**config.mk**
```make
export PLATFORM = sky130hd
export DESIGN_NAME = serial_add_ctrl
export DESIGN_NICKNAME = d
export VERILOG_FILES = /design/src/rtl/serial_add_ctrl.sv
export SDC_FILE = /design/constraint.sdc
export NUM_CORES = 1
export LEC_CHECK = 0
export BUFFER_PORTS_ARGS = -buffer_cell sky130_fd_sc_hd__buf_2
export CORE_ASPECT_RATIO = 0.75
export CORE_MARGIN = 2
export CORE_UTILIZATION = 54
export DETAILED_ROUTE_END_ITERATION = 8
export PLACE_DENSITY = 0.78
export SKIP_CTS_REPAIR_TIMING = 1
export SYNTH_ARGS = -nofsm -noshare
export SYNTH_HDL_FRONTEND = slang
export SYNTH_HIERARCHICAL = 1
export SYNTH_SLANG_ARGS = --single-unit
```
**constraint.sdc**
```tcl
create_clock -name clk -period 1.45 [get_ports clk]
set_input_delay 0.29 -clock clk [delete_from_list [all_inputs] [get_ports clk]]
set_output_delay 0.29 -clock clk [all_outputs]
set_load 0.01 [all_outputs]
```
**src/rtl/serial_add_ctrl.sv**
```systemverilog
// Bit-serial adder sequencer: one full-adder slice walks two operands
// LSB to MSB and returns a registered sum/carry with a done pulse.

module serial_add_ha (
    input  logic x,
    input  logic y,
    output logic s,
    output logic c
);
    assign s = x ^ y;
    assign c = x & y;
endmodule

module serial_add_ctrl #(
    parameter int WIDTH = 8
) (
    input  logic             clk,
    input  logic             rst,
    input  logic             start,
    input  logic [WIDTH-1:0] a,
    input  logic [WIDTH-1:0] b,
    output logic             busy,
    output logic             done,
    output logic [WIDTH-1:0] sum,
    output logic             cout
);
    localparam int CW = $clog2(WIDTH + 1);

    typedef enum logic [1:0] {
        IDLE = 2'd0,
        RUN  = 2'd1,
        DONE = 2'd2
    } state_e;

    state_e           state_q;
    logic [WIDTH-1:0] sa_q;
    logic [WIDTH-1:0] sb_q;
    logic [WIDTH-1:0] sr_q;
    logic [WIDTH-1:0] sum_q;
    logic [CW-1:0]    cnt_q;
    logic             cf_q;
    logic             cout_q;
    logic             busy_q;
    logic             done_q;

    logic             h0_s;
    logic             h0_c;
    logic             s_bit;
    logic             h1_c;
    logic             c_bit;
    logic             last;
    logic [WIDTH-1:0] sr_d;
    logic             unused_sr;

    // Full adder built from two half-adder cells plus an OR on the carries
    serial_add_ha u_ha0 (
        .x (sa_q[0]),
        .y (sb_q[0]),
        .s (h0_s),
        .c (h0_c)
    );

    serial_add_ha u_ha1 (
        .x (h0_s),
        .y (cf_q),
        .s (s_bit),
        .c (h1_c)
    );

    assign c_bit     = h0_c | h1_c;
    assign last      = (cnt_q == CW'(WIDTH - 1));
    assign sr_d      = {s_bit, sr_q[WIDTH-1:1]};
    assign unused_sr = sr_q[0];

    always_ff @(posedge clk) begin
        if (rst) begin
            state_q <= IDLE;
            sa_q    <= '0;
            sb_q    <= '0;
            sr_q    <= '0;
            sum_q   <= '0;
            cnt_q   <= '0;
            cf_q    <= 1'b0;
            cout_q  <= 1'b0;
            busy_q  <= 1'b0;
            done_q  <= 1'b0;
        end else begin
            unique case (state_q)
                IDLE, DONE: begin
                    done_q <= 1'b0;
                    if (start) begin
                        sa_q    <= a;
                        sb_q    <= b;
                        cf_q    <= 1'b0;
                        cnt_q   <= '0;
                        busy_q  <= 1'b1;
                        state_q <= RUN;
                    end else begin
                        state_q <= IDLE;
                    end
                end
                RUN: begin
                    sa_q  <= sa_q >> 1;
                    sb_q  <= sb_q >> 1;
                    sr_q  <= sr_d;
                    cf_q  <= c_bit;
                    cnt_q <= cnt_q + CW'(1);
                    // Result registers only move on the final bit
                    if (last) begin
                        sum_q   <= sr_d;
                        cout_q  <= c_bit;
                        busy_q  <= 1'b0;
                        done_q  <= 1'b1;
                        state_q <= DONE;
                    end
                end
                default: begin
                    busy_q  <= 1'b0;
                    done_q  <= 1'b0;
                    state_q <= IDLE;
                end
            endcase
        end
    end

    assign busy = busy_q;
    assign done = done_q;
    assign sum  = sum_q;
    assign cout = cout_q;
endmodule

```
Word level (Yosys, flattened, before mapping) --
Cells that the tools add are included.
Storage, ports and cells: register bits after elaboration 42, input port bits 19, logic and storage cells 43
Cells by class: add/subtract/negate cells 1, eq/ne operators 5, multiplexer cells 14, bitwise operators 6, reduce and logical (&&, ||, !) cells 7
Operator list (number):
- $pmux 8 s2 | 2
- $mux 8 | 2
- $pmux 4 s2 | 1
- $reduce_and 2->1 | 3
- $add 4x1->4 const B | 1
- $eq 4x3->1 const B | 1
- $mux 1 | 4
- $mux 4 | 1
- $ne 2x2->1 const B | 2
- $pmux 1 s2 | 2
- $pmux 2 s2 | 1
- $reduce_or 2->1 | 2
- $and 1x1->1 | 2
- $eq 2x1->1 const B | 1
- $eq 2x2->1 const B | 1
- $logic_not 2->1 | 1
- $mux 2 | 1
- $reduce_bool 2->1 | 1
- $xor 1x1->1 | 2
- $not 1->1 | 1
- $or 1x1->1 | 1

Logic depth before layout (Yosys ltp) --
Gate-level depths: netlist of the first run.
depth in word-level cells 4, mapped depth 5, gate-level depth less buffers 5

Cells and area by module --
The synthesis of the first run kept the hierarchy.
By module, submodules not included:
- serial_add_ctrl | times used 1, cells an instance 184, area an instance 1690.4 µm²
- serial_add_ha | times used 2, cells an instance 1, area an instance 12.5 µm²

Worst setup path after synthesis of the first run --
No wires, ideal clock.
path type reg-to-reg, start point register cnt_q[0], end point register cout_q (netlist: cout), library setup time 67 ps, arrival time 1242 ps, required time 1383 ps, path slack 141 ps, cell stages (with the launch flop) 5, cell sequence dfxtp_1 > ha_1 > nand3b_4 > or4_4 > o21ai_2
On the way: cells in the longest elaborated chain, start to end 2
RTL lines:
- from (decl) | line 40 | logic [CW-1:0] cnt_q;
- from (signal assigned) | line 107 | cnt_q <= cnt_q + CW'(1);
- $eq 4x3->1 | line 71 | assign last = (cnt_q == CW'(WIDTH - 1));
- $reduce_and 2->1 (no line)
- to (signal assigned) | line 111 | cout_q <= c_bit;
- to (decl) | line 42 | logic cout_q;
Every way passes these cells. A chain may end at the register's enable or synchronous reset.

Final worst setup path of the first run --
Same ends and word-level chain as after synthesis.

==> impl_metrics.tcl, run 1 <==
set metrics [dict create \
    setup_violations 0 \
    placementRows 17 \
    synth.top_cells.by_area "sky130_fd_sc_hd__dfxtp_1 (48%), sky130_fd_sc_hd__a21oi_1 (8.2%), sky130_fd_sc_hd__nand2b_1 (7.3%)" \
    fmaxAchievable_ghz 0.717 \
    final_min_period_over_clock_period 0.962 \
    critical_path.reg2reg.startpoint "cnt_q[0]" \
    hold_violation_total_from_the_final_report 0 \
    worst_hold_path_startpoint "b[7]" \
    worst_setup_path_startpoint "cnt_q[0]" \
    power_frac_seq 0.554 \
    r2r.worst_path.cells 4 \
    firstDrtPassIters 4 \
    clock-root-buffer "sky130_fd_sc_hd__clkbuf_8" \
    cap_viol_max_count 0 \
    clock_sinks 41 \
    gp_routability_congestion 0.719 \
    wl_microns 3430 \
    yosysUniqueCellTypes 26 \
    dieWidth_microns 69.1 \
    max-slew-margin-rel 0.773 \
    largest_net_degree_at_the_start_of_global_routing 35 \
    syn-num-nets 208 \
    synth.largest_area_cell "sky130_fd_sc_hd__dfxtp_1" \
    yosysSeqAreaShare 0.478 \
    rsz0062_at_grt "false" \
    clock_transition_at_the_registers_of_the_reported_paths_ns 0.08 \
    grt-busiest-layer "met2" \
    floorplan.core_area_sq_mm 0.00298 \
    timing_worst_setup_path_type "reg -> reg" \
    diodes 0 \
    port_buffers 29 \
    areaGrowthSynthToFinish_pct 15.5 \
    initial_core_utilization 0.576 \
    crit_path_max_fanout 6 \
    power.net_switching_uw 514 \
    antenna_found_initial 0 \
    final_common_cell "sky130_fd_sc_hd__dfxtp_1" \
    cts_made_buffers 5 \
    cts_tree "built" \
    met1_routing_resource_usage_after_global_routing 0.222 \
    synth_area_per_cell_sq_um 9.22 \
    final_net_count 236 \
    grt_first_pass_wirelength_microns 5530 \
    finalClockSkew_ns 0.00849 \
    timing.final.max_slew_violations 0 \
    route.detailed.vias_per_inst 5.52 \
    vias 1390 \
    clock_insertion_delay_worst_skew_ns 0.29 \
    die_area_sq_mm 0.00365 \
    p_sw_frac 0.239 \
    worst_setup_path_end_kind "flip-flop" \
    fp.dieH_microns 52.8 \
    max-vdd-ir-drop_mv 0.590 \
    worstHoldPathType "in -> reg" \
    power_density_mw_per_mm2 1090 \
    grt_overflow 0 \
    wl_per_instance_microns 13.6 \
    detail_route.drc_violations 0 \
    cp.arrival_ns 1.62 \
    rr_endpoint "cout" \
    layout_min_cycle_time_ns 1.40 \
    most-common-layout-cells "sky130_fd_sc_hd__dfxtp_1 (41), sky130_fd_sc_hd__buf_2 (29), sky130_fd_sc_hd__a21oi_1 (28), sky130_fd_sc_hd__nand2b_1 (20), sky130_fd_sc_hd__nand3_1 (19)" \
    first_global_vias 1303 \
    netlist_area_sq_mm 0.00172 \
    final_layout_size_suffix_gt1_frac 0.224 \
    worst_setup_path_endpoint "cout" \
    place.detailed.hpwl_microns 2350 \
    grt.met2_usage 0.357 \
    htreeDepth 2 \
    power_report.internal_total_uw 1640 \
    detailedRoute.firstIterationViolations 109 \
    yosys.area.top_type_share 0.478 \
    regToRegSetupSlack_ns 0.05 \
    grt.total_usage 0.199 \
    power.static_leakage_uw 0.000809 \
    required_ns 1.68 \
    grt.met3_usage 0.0462 \
    detail-route-antenna-nets 0 \
    timing_worst_slew_pin_value_ns 0.341 \
    comb_power_share 0.106 \
    final_util 0.666 \
    power.clock.fraction 0.340 \
    post_synth_inst_count 186 \
    timing.setup.tns_ns 0 \
    cts-root-to-sink-buffers 2 \
    synthesis.yosys.warnings 6 \
    critical_path.startpoint_type "flip-flop" \
    status "finished clean" \
    ioPinCount 30 \
    yosys_register_bits 41 \
]
[registers in the layout (all words and copies together) (netlist names)]
signal and cells:
sa_q 8, sb_q 8, sum 8, sr_q 7, cnt_q 4, state_q 2, busy 1, cf_q 1
cout 1, done 1
[critical path, cell delays in order (launching register included)]
cell                       delay (ns)
sky130_fd_sc_hd__dfxtp_1         0.39
sky130_fd_sc_hd__ha_2            0.24
sky130_fd_sc_hd__nand3b_4        0.14
sky130_fd_sc_hd__or4_4           0.50
sky130_fd_sc_hd__o21ai_2         0.07
[synth_stat cells, drive strengths merged]
cell type  count
dfxtp         41
a21oi         28
nand2b        20
nand3         19
nand2         17
a22oi         14
buf            9
mux2i          8
clkbuf         6
nor2           5
a211oi         3
ha             3
mux2           2
nor2b          2
o21ai          2
inv            1
nand3b         1
nand4          1
nor3           1
nor3b          1
or2b           1
or4            1
[metrics by stage]
step,worst slack (ns),power [uW],cell area (sq um),cells,hold WS (ns)
floorplan,0.141,1370,1720,186,0.426
global placement,0.111,1430,1890,245,0.446
detailed placement,0.0424,1440,1890,245,0.459
CTS,0.0240,2160,1980,252,0.243
global route,0.000681,2230,1980,252,0.270
finish,0.0550,2150,1980,252,0.244
[how the worst min path moves through the flow]
stage                     slack (ns)  cells after the start       to
final                           0.24                      3  sb_q[7]
after floorplan                 0.43                      2  sa_q[7]
after global placement          0.45                      2  sr_q[1]
after CTS                       0.24                      3  sb_q[7]
after global routing            0.27                      3  sb_q[7]
after detailed placement        0.46                      2  sr_q[1]
[power by group through the flow]
stage	registers [uW]	clock network, uW	logic, uW
floorplan	1210	0	161
global route	1200	781	254
finish	1190	733	228
global placement	1210	0	216
CTS	1190	738	227
detailed placement	1220	0	225
[logic make-up after synthesis]
logic type	share of synthesized area
and+or+nand+nor	0.227
AOI/OAI and AO/OA	0.164
DFF	0.478
buffers and inverters	0.0489
muxes	0.0598
adders and majority gates	0.0219
[per-layer routing]
metal	wire length, microns	vias to the layer above
met4	38	0
met3	119	4
li1	-	706
met5	0	-
met2	1730	20
met1	1550	660
[layout make-up]
class                      instances  area (sq um)
multi-input combinational        129           813
fill                             236           996
inverter                           1          3.75
clock buffer                       7          86.3
tap                               38          47.5
sequential                        41           821
timing repair buffer              36           210
(Power assumes the default switching activity.)
==> run 2, diff against run 1 <==
--- a/config.mk
+++ b/config.mk
@@ -5,13 +5,15 @@
 export SDC_FILE = /design/constraint.sdc
 export NUM_CORES = 1
 export LEC_CHECK = 0
+export ABC_AREA = 1
 export BUFFER_PORTS_ARGS = -buffer_cell sky130_fd_sc_hd__buf_2
 export CORE_ASPECT_RATIO = 0.75
 export CORE_MARGIN = 2
 export CORE_UTILIZATION = 54
 export DETAILED_ROUTE_END_ITERATION = 8
-export PLACE_DENSITY = 0.78
+export PLACE_DENSITY = 0.77
 export SKIP_CTS_REPAIR_TIMING = 1
+export SLEW_MARGIN = 10
 export SYNTH_ARGS = -nofsm -noshare
 export SYNTH_HDL_FRONTEND = slang
 export SYNTH_HIERARCHICAL = 1
==> impl_metrics.tcl, run 2 <==
set metrics [dict create \
    status "finished clean" \
    most_repeated_cell_in_the_gate_level_netlist_after_synthesis "sky130_fd_sc_hd__nand3_1" \
    floorplan.core_area_sq_mm 0.00361 \
    post_synth_inst_count 251 \
    fp.dieH_microns 56.9 \
    syn-num-nets 273 \
    required_ns 1.67 \
    critical_path.startpoint_type "flip-flop" \
    rsz0062_at_grt "false" \
    place.detailed.hpwl_microns 2650 \
    route.detailed.vias_per_inst 5.05 \
    grt.total_usage 0.191 \
    yosysUniqueCellTypes 23 \
    synthFlopType "sky130_fd_sc_hd__dfxtp_1" \
    synth.largest_area_cell "sky130_fd_sc_hd__dfxtp_1" \
    cts-root-to-sink-buffers 2 \
    wl_per_instance_microns 11.5 \
    timing_worst_slew_pin_value_ns 0.277 \
    detail_route.drc_violations 0 \
    cp.arrival_ns 1.54 \
    synth.top_cells.by_area "sky130_fd_sc_hd__dfxtp_1 (41%), sky130_fd_sc_hd__nand3_1 (11%), sky130_fd_sc_hd__nand3_2 (7.0%)" \
    final_net_count 300 \
    htreeDepth 2 \
    final_common_cell "sky130_fd_sc_hd__nand3_1" \
    grt_overflow 0 \
    timing.final.max_slew_violations 0 \
    initial_core_utilization 0.557 \
    port_buffers 29 \
    detail-route-antenna-nets 0 \
    largest_net_degree_at_the_start_of_global_routing 30 \
    fmaxAchievable_ghz 0.759 \
    die_area_sq_mm 0.00424 \
    ff_latch_area_sq_um 822 \
    cts_made_buffers 5 \
    synth_common_cells "sky130_fd_sc_hd__nand3_1 (44), sky130_fd_sc_hd__dfxtp_1 (41), sky130_fd_sc_hd__nand2_1 (36), sky130_fd_sc_hd__nor2_1 (28), sky130_fd_sc_hd__inv_1 (24)" \
    async_flop_share 0 \
    ioPinCount 30 \
    most-common-layout-cells "sky130_fd_sc_hd__nand3_1 (44), sky130_fd_sc_hd__dfxtp_1 (40), sky130_fd_sc_hd__nand2_1 (36), sky130_fd_sc_hd__buf_2 (29), sky130_fd_sc_hd__nor2_1 (28)" \
    netlist_area_sq_mm 0.00201 \
    placementRows 19 \
    clock-root-buffer "sky130_fd_sc_hd__clkbuf_8" \
    hold_violation_total_from_the_final_report 0 \
    synthesis.yosys.warnings 6 \
    gp_routability_congestion 0.783 \
    clock_sinks 41 \
    crit_path_max_fanout 29 \
    layout_min_cycle_time_ns 1.32 \
    filler_cell_count_in_the_final_layout 349 \
    cts_tree "built" \
    finalClockSkew_ns 0.00346 \
    yosys_register_bits 41 \
    cap_viol_max_count 0 \
    power.static_leakage_uw 0.000927 \
    design_power_total_uw 2220 \
    wl_microns 3790 \
    area_used_by_multi_input_combinational_logic_sq_um 965 \
    max-slew-margin-rel 0.814 \
    yosysSeqAreaShare 0.408 \
    worst_setup_path_end_kind "flip-flop" \
    clock_insertion_delay_worst_skew_ns 0.28 \
    areaGrowthSynthToFinish_pct 10.5 \
    dieWidth_microns 74.5 \
    detailedRoute.firstIterationViolations 120 \
    timing_worst_setup_path_type "reg -> reg" \
    grt_first_pass_wirelength_microns 6380 \
    clock_transition_at_the_registers_of_the_reported_paths_ns 0.07 \
    timing.setup.tns_ns 0 \
    vias 1662 \
    first_global_vias 1464 \
    synth-edff-count 0 \
    firstDrtPassIters 4 \
    diodes 0 \
    antenna_found_initial 0 \
    max-vdd-ir-drop_mv 0.565 \
    final_min_period_over_clock_period 0.909 \
    power_density_mw_per_mm2 999 \
    synth_area_per_cell_sq_um 8.02 \
    worstHoldPathType "in -> reg" \
    final_layout_size_suffix_gt1_frac 0.282 \
    setup_violations 0 \
    yosys.area.top_type_share 0.408 \
]
run 2: report_power, final:
group / internal [uW] / total (uW) / leakage, uW / switching (uW)
Sequential: 1180 / 1220 / 0.000335 / 41.9
Clock: 317 / 677 / 0.0000399 / 360
Combinational: 121 / 321 / 0.000552 / 200
run 2: through the flow:
| step | utilization | worst slack, ns | cell area [sq um] | hold slack (ns) | std cells |
|---|---|---|---|---|---|
| floorplan | - | 0.268 | 2010 | 0.430 | 251 |
| detailed placement | 0.593 | 0.0568 | 2140 | 0.452 | 323 |
| CTS | 0.614 | 0.0420 | 2220 | 0.253 | 329 |
| finish | 0.616 | 0.132 | 2220 | 0.260 | 329 |
| global placement | 0.593 | 0.110 | 2140 | 0.443 | 323 |
| global route | 0.616 | 0.0290 | 2220 | 0.273 | 329 |
run 2: layout make-up:
class	count	share of cell area
clock inverter	1	0.00225
timing repair buffer	35	0.0855
clock buffer	5	0.0309
sequential	41	0.370
multi-input combinational	168	0.434
tap	52	0.0292
inverter	27	0.0489
run 2: per-layer routing:
metal  global-route usage  share of wire  vias up
met5                    0              0        -
met4               0.0383         0.0045        0
met3               0.0485          0.036        2
met2                0.282           0.42       34
met1                0.282           0.54      750
li1                     -              -      876
run 2: critical path, cell delays in order, from the launching register on:
cell and delay, ns:
sky130_fd_sc_hd__dfxtp_1 0.48, sky130_fd_sc_hd__inv_4 0.15, sky130_fd_sc_hd__nand2_8 0.21, sky130_fd_sc_hd__buf_4 0.20
sky130_fd_sc_hd__nand3_2 0.07, sky130_fd_sc_hd__a21oi_2 0.13
run 2: cells by family (layout without fill, tap and decap cells):
group,after synthesis,after routing,share of synthesized area
simple gates,127,127,0.337
buf+inv,42,68,0.116
flops,41,41,0.408
compound gates,38,38,0.121
fa+ha+maj,3,3,0.0186
run 2: worst paths after layout:
path	slack, ns	end	cells past startpoint	from
setup reg to reg	0.13	sb_q[1]	5	state_q[1]
hold / removal	0.26	sa_q[7]	3	a[7]
hold reg to reg	0.46	sr_q[3]	2	sr_q[3]
setup / recovery	0.13	sb_q[1]	5	state_q[1]
==> run 3, diff against run 2 <==
==> constraint.sdc (replaced) <==
create_clock -name clk -period 1.6 [get_ports clk]
set_input_delay 0.32 -clock clk [delete_from_list [all_inputs] [get_ports clk]]
set_output_delay 0.32 -clock clk [all_outputs]
set_load 0.01 [all_outputs]
==> impl_metrics.tcl, run 3 (synthesis gave the netlist of run 2 again) <==
set metrics [dict create \
    status "finished clean" \
    hold-path-cell-count 3 \
    wl_microns 3780 \
    clock-root-buffer "sky130_fd_sc_hd__clkbuf_8" \
    final_min_period_over_clock_period 0.839 \
    dieWidth_microns 74.5 \
    timing_worst_setup_path_type "reg -> reg" \
    detailedRoute.firstIterationViolations 83 \
    cap_viol_max_count 0 \
    port_buffers 29 \
    grt_first_pass_wirelength_microns 6540 \
    detail_route.drc_violations 0 \
    crit_path_max_fanout 16 \
    firstDrtPassIters 4 \
    layout_min_cycle_time_ns 1.34 \
    largest_net_degree_at_the_start_of_global_routing 34 \
    crit_path_max_incr_delay_ns 0.55 \
    critical_path.reg2reg.startpoint "state_q[0]" \
    timing_worst_slew_pin_value_ns 0.371 \
    power_density_mw_per_mm2 949 \
    detail-route-antenna-nets 0 \
    final_common_cell "sky130_fd_sc_hd__nand3_1" \
    cts_made_buffers 5 \
    clock_insertion_delay_worst_skew_ns 0.29 \
    post-place-ws_ns 0.232 \
    finalWorstSetupSlack_ns 0.258 \
    hold-path-endpoint "sa_q[7]" \
    finalClockSkew_ns 0.00380 \
    power.clock.fraction 0.345 \
    timing.setup.tns_ns 0 \
    cts_tree "built" \
    max-slew-margin-rel 0.752 \
    power.net_switching_uw 565 \
    worstHoldPathType "in -> reg" \
    grt_overflow 0 \
    comb_power_share 0.136 \
    cts-root-to-sink-buffers 2 \
    clock_transition_at_the_registers_of_the_reported_paths_ns 0.07 \
    final_net_count 300 \
    cp.arrival_ns 1.56 \
    first_global_vias 1432 \
    timing.critical_path.max_delay_family "flip-flops" \
    antenna_found_initial 0 \
    most-common-layout-cells "sky130_fd_sc_hd__nand3_1 (44), sky130_fd_sc_hd__dfxtp_1 (41), sky130_fd_sc_hd__nand2_1 (36), sky130_fd_sc_hd__buf_2 (29), sky130_fd_sc_hd__nor2_1 (28)" \
    highest_layer "met4" \
    p_sw_frac 0.265 \
    clock_sinks 41 \
    worst_setup_path_end_kind "flip-flop" \
    rr_endpoint "busy" \
    fp.dieH_microns 56.9 \
    design_power_total_uw 2140 \
    htreeDepth 2 \
    die_area_sq_mm 0.00424 \
    critical_path.startpoint_type "flip-flop" \
    hold_violation_total_from_the_final_report 0 \
    route.detailed.vias_per_inst 4.90 \
    required_ns 1.82 \
    regToRegSetupSlack_ns 0.26 \
    met3_wirelength_microns 106 \
    r2r.worst_path.cells 5 \
    rsz0062_at_grt "false" \
    crit_chain "inv_6, nor2_8, buf_4, nand2_1, a21oi_1" \
    areaGrowthSynthToFinish_pct 11.8 \
    floorplan.core_area_sq_mm 0.00361 \
    place.detailed.hpwl_microns 2550 \
    grt.total_usage 0.203 \
    diodes 0 \
    ioPinCount 30 \
    fmaxAchievable_ghz 0.745 \
    gp_routability_congestion 0.783 \
    vias 1623 \
    placementRows 19 \
    worst_hold_path_startpoint "a[7]" \
    worstPathBufferInverterCount 2 \
    met2WireLength_microns 1570 \
    power.static_leakage_uw 0.000941 \
    wl_per_instance_microns 11.4 \
    initial_core_utilization 0.557 \
    final_layout_size_suffix_gt1_frac 0.283 \
    filler_cell_count_in_the_final_layout 349 \
    setup_violations 0 \
    max-vdd-ir-drop_mv 0.511 \
    detail_route.wirelength.met1_microns 2050 \
    crit_slowest_cell "sky130_fd_sc_hd__dfxtp_1" \
    timing.final.max_slew_violations 0 \
    power_frac_seq 0.519 \
    power_report.internal_total_uw 1570 \
]
run 3: cell types whose count changed in the layout (fill, tap and decap cells not counted), sizes merged:
cell    previous run  this run
clkbuf             5         7
run 3: worst max-delay path by stage:
stage | startpoint | end | slack, ns | depth (start not counted)
2_1_floorplan | sb_q[0] | sum[7] | 0.42 | 6
3_3_place_gp | cnt_q[0] | sum[5] | 0.26 | 6
3_5_place_dp | cnt_q[0] | sum[3] | 0.23 | 6
4_1_cts | cnt_q[0] | sum[7] | 0.18 | 6
5_1_grt | cnt_q[0] | sum[3] | 0.12 | 6
6_report | state_q[0] | busy | 0.26 | 5
run 3: metal layers:
metal | GRT usage | vias to the layer above
li1 | - | 878
met1 | 0.295 | 715
met2 | 0.279 | 26
met3 | 0.0646 | 4
met4 | 0.0740 | 0
met5 | 0 | -
run 3: final cells by class:
class | count | area (sq um) | share of cell area
clock inverter | 1 | 5.00 | 0.00222
clock buffer | 7 | 96.3 | 0.0428
sequential | 41 | 821 | 0.365
timing repair buffer | 35 | 190 | 0.0845
multi-input combinational | 168 | 965 | 0.429
inverter | 27 | 109 | 0.0484
tap | 52 | 65.1 | 0.0289
run 3: tightest hold or removal path, delay by kind of cell:
family                 cells  cell delay (ns)
buffers and inverters      1             0.10
AND/OR/NAND/NOR            1             0.05
AO/OA/AOI/OAI              1             0.05
run 3: power groups by stage:
stage / Sequential, uW / Combinational, uW / Clock (uW)
floorplan: 1120 / 255 / 0
global placement: 1130 / 286 / 0
detailed placement: 1130 / 291 / 0
CTS: 1110 / 293 / 759
global route: 1110 / 329 / 800
finish: 1110 / 291 / 736
run 3: stage by stage:
step	util	std cells	hold slack (ns)	area, sq um
finish	0.623	331	0.274	2250
global route	0.623	331	0.276	2250
CTS	0.622	331	0.264	2250
detailed placement	0.593	323	0.444	2140
global placement	0.593	323	0.443	2140
floorplan	-	251	0.430	2010
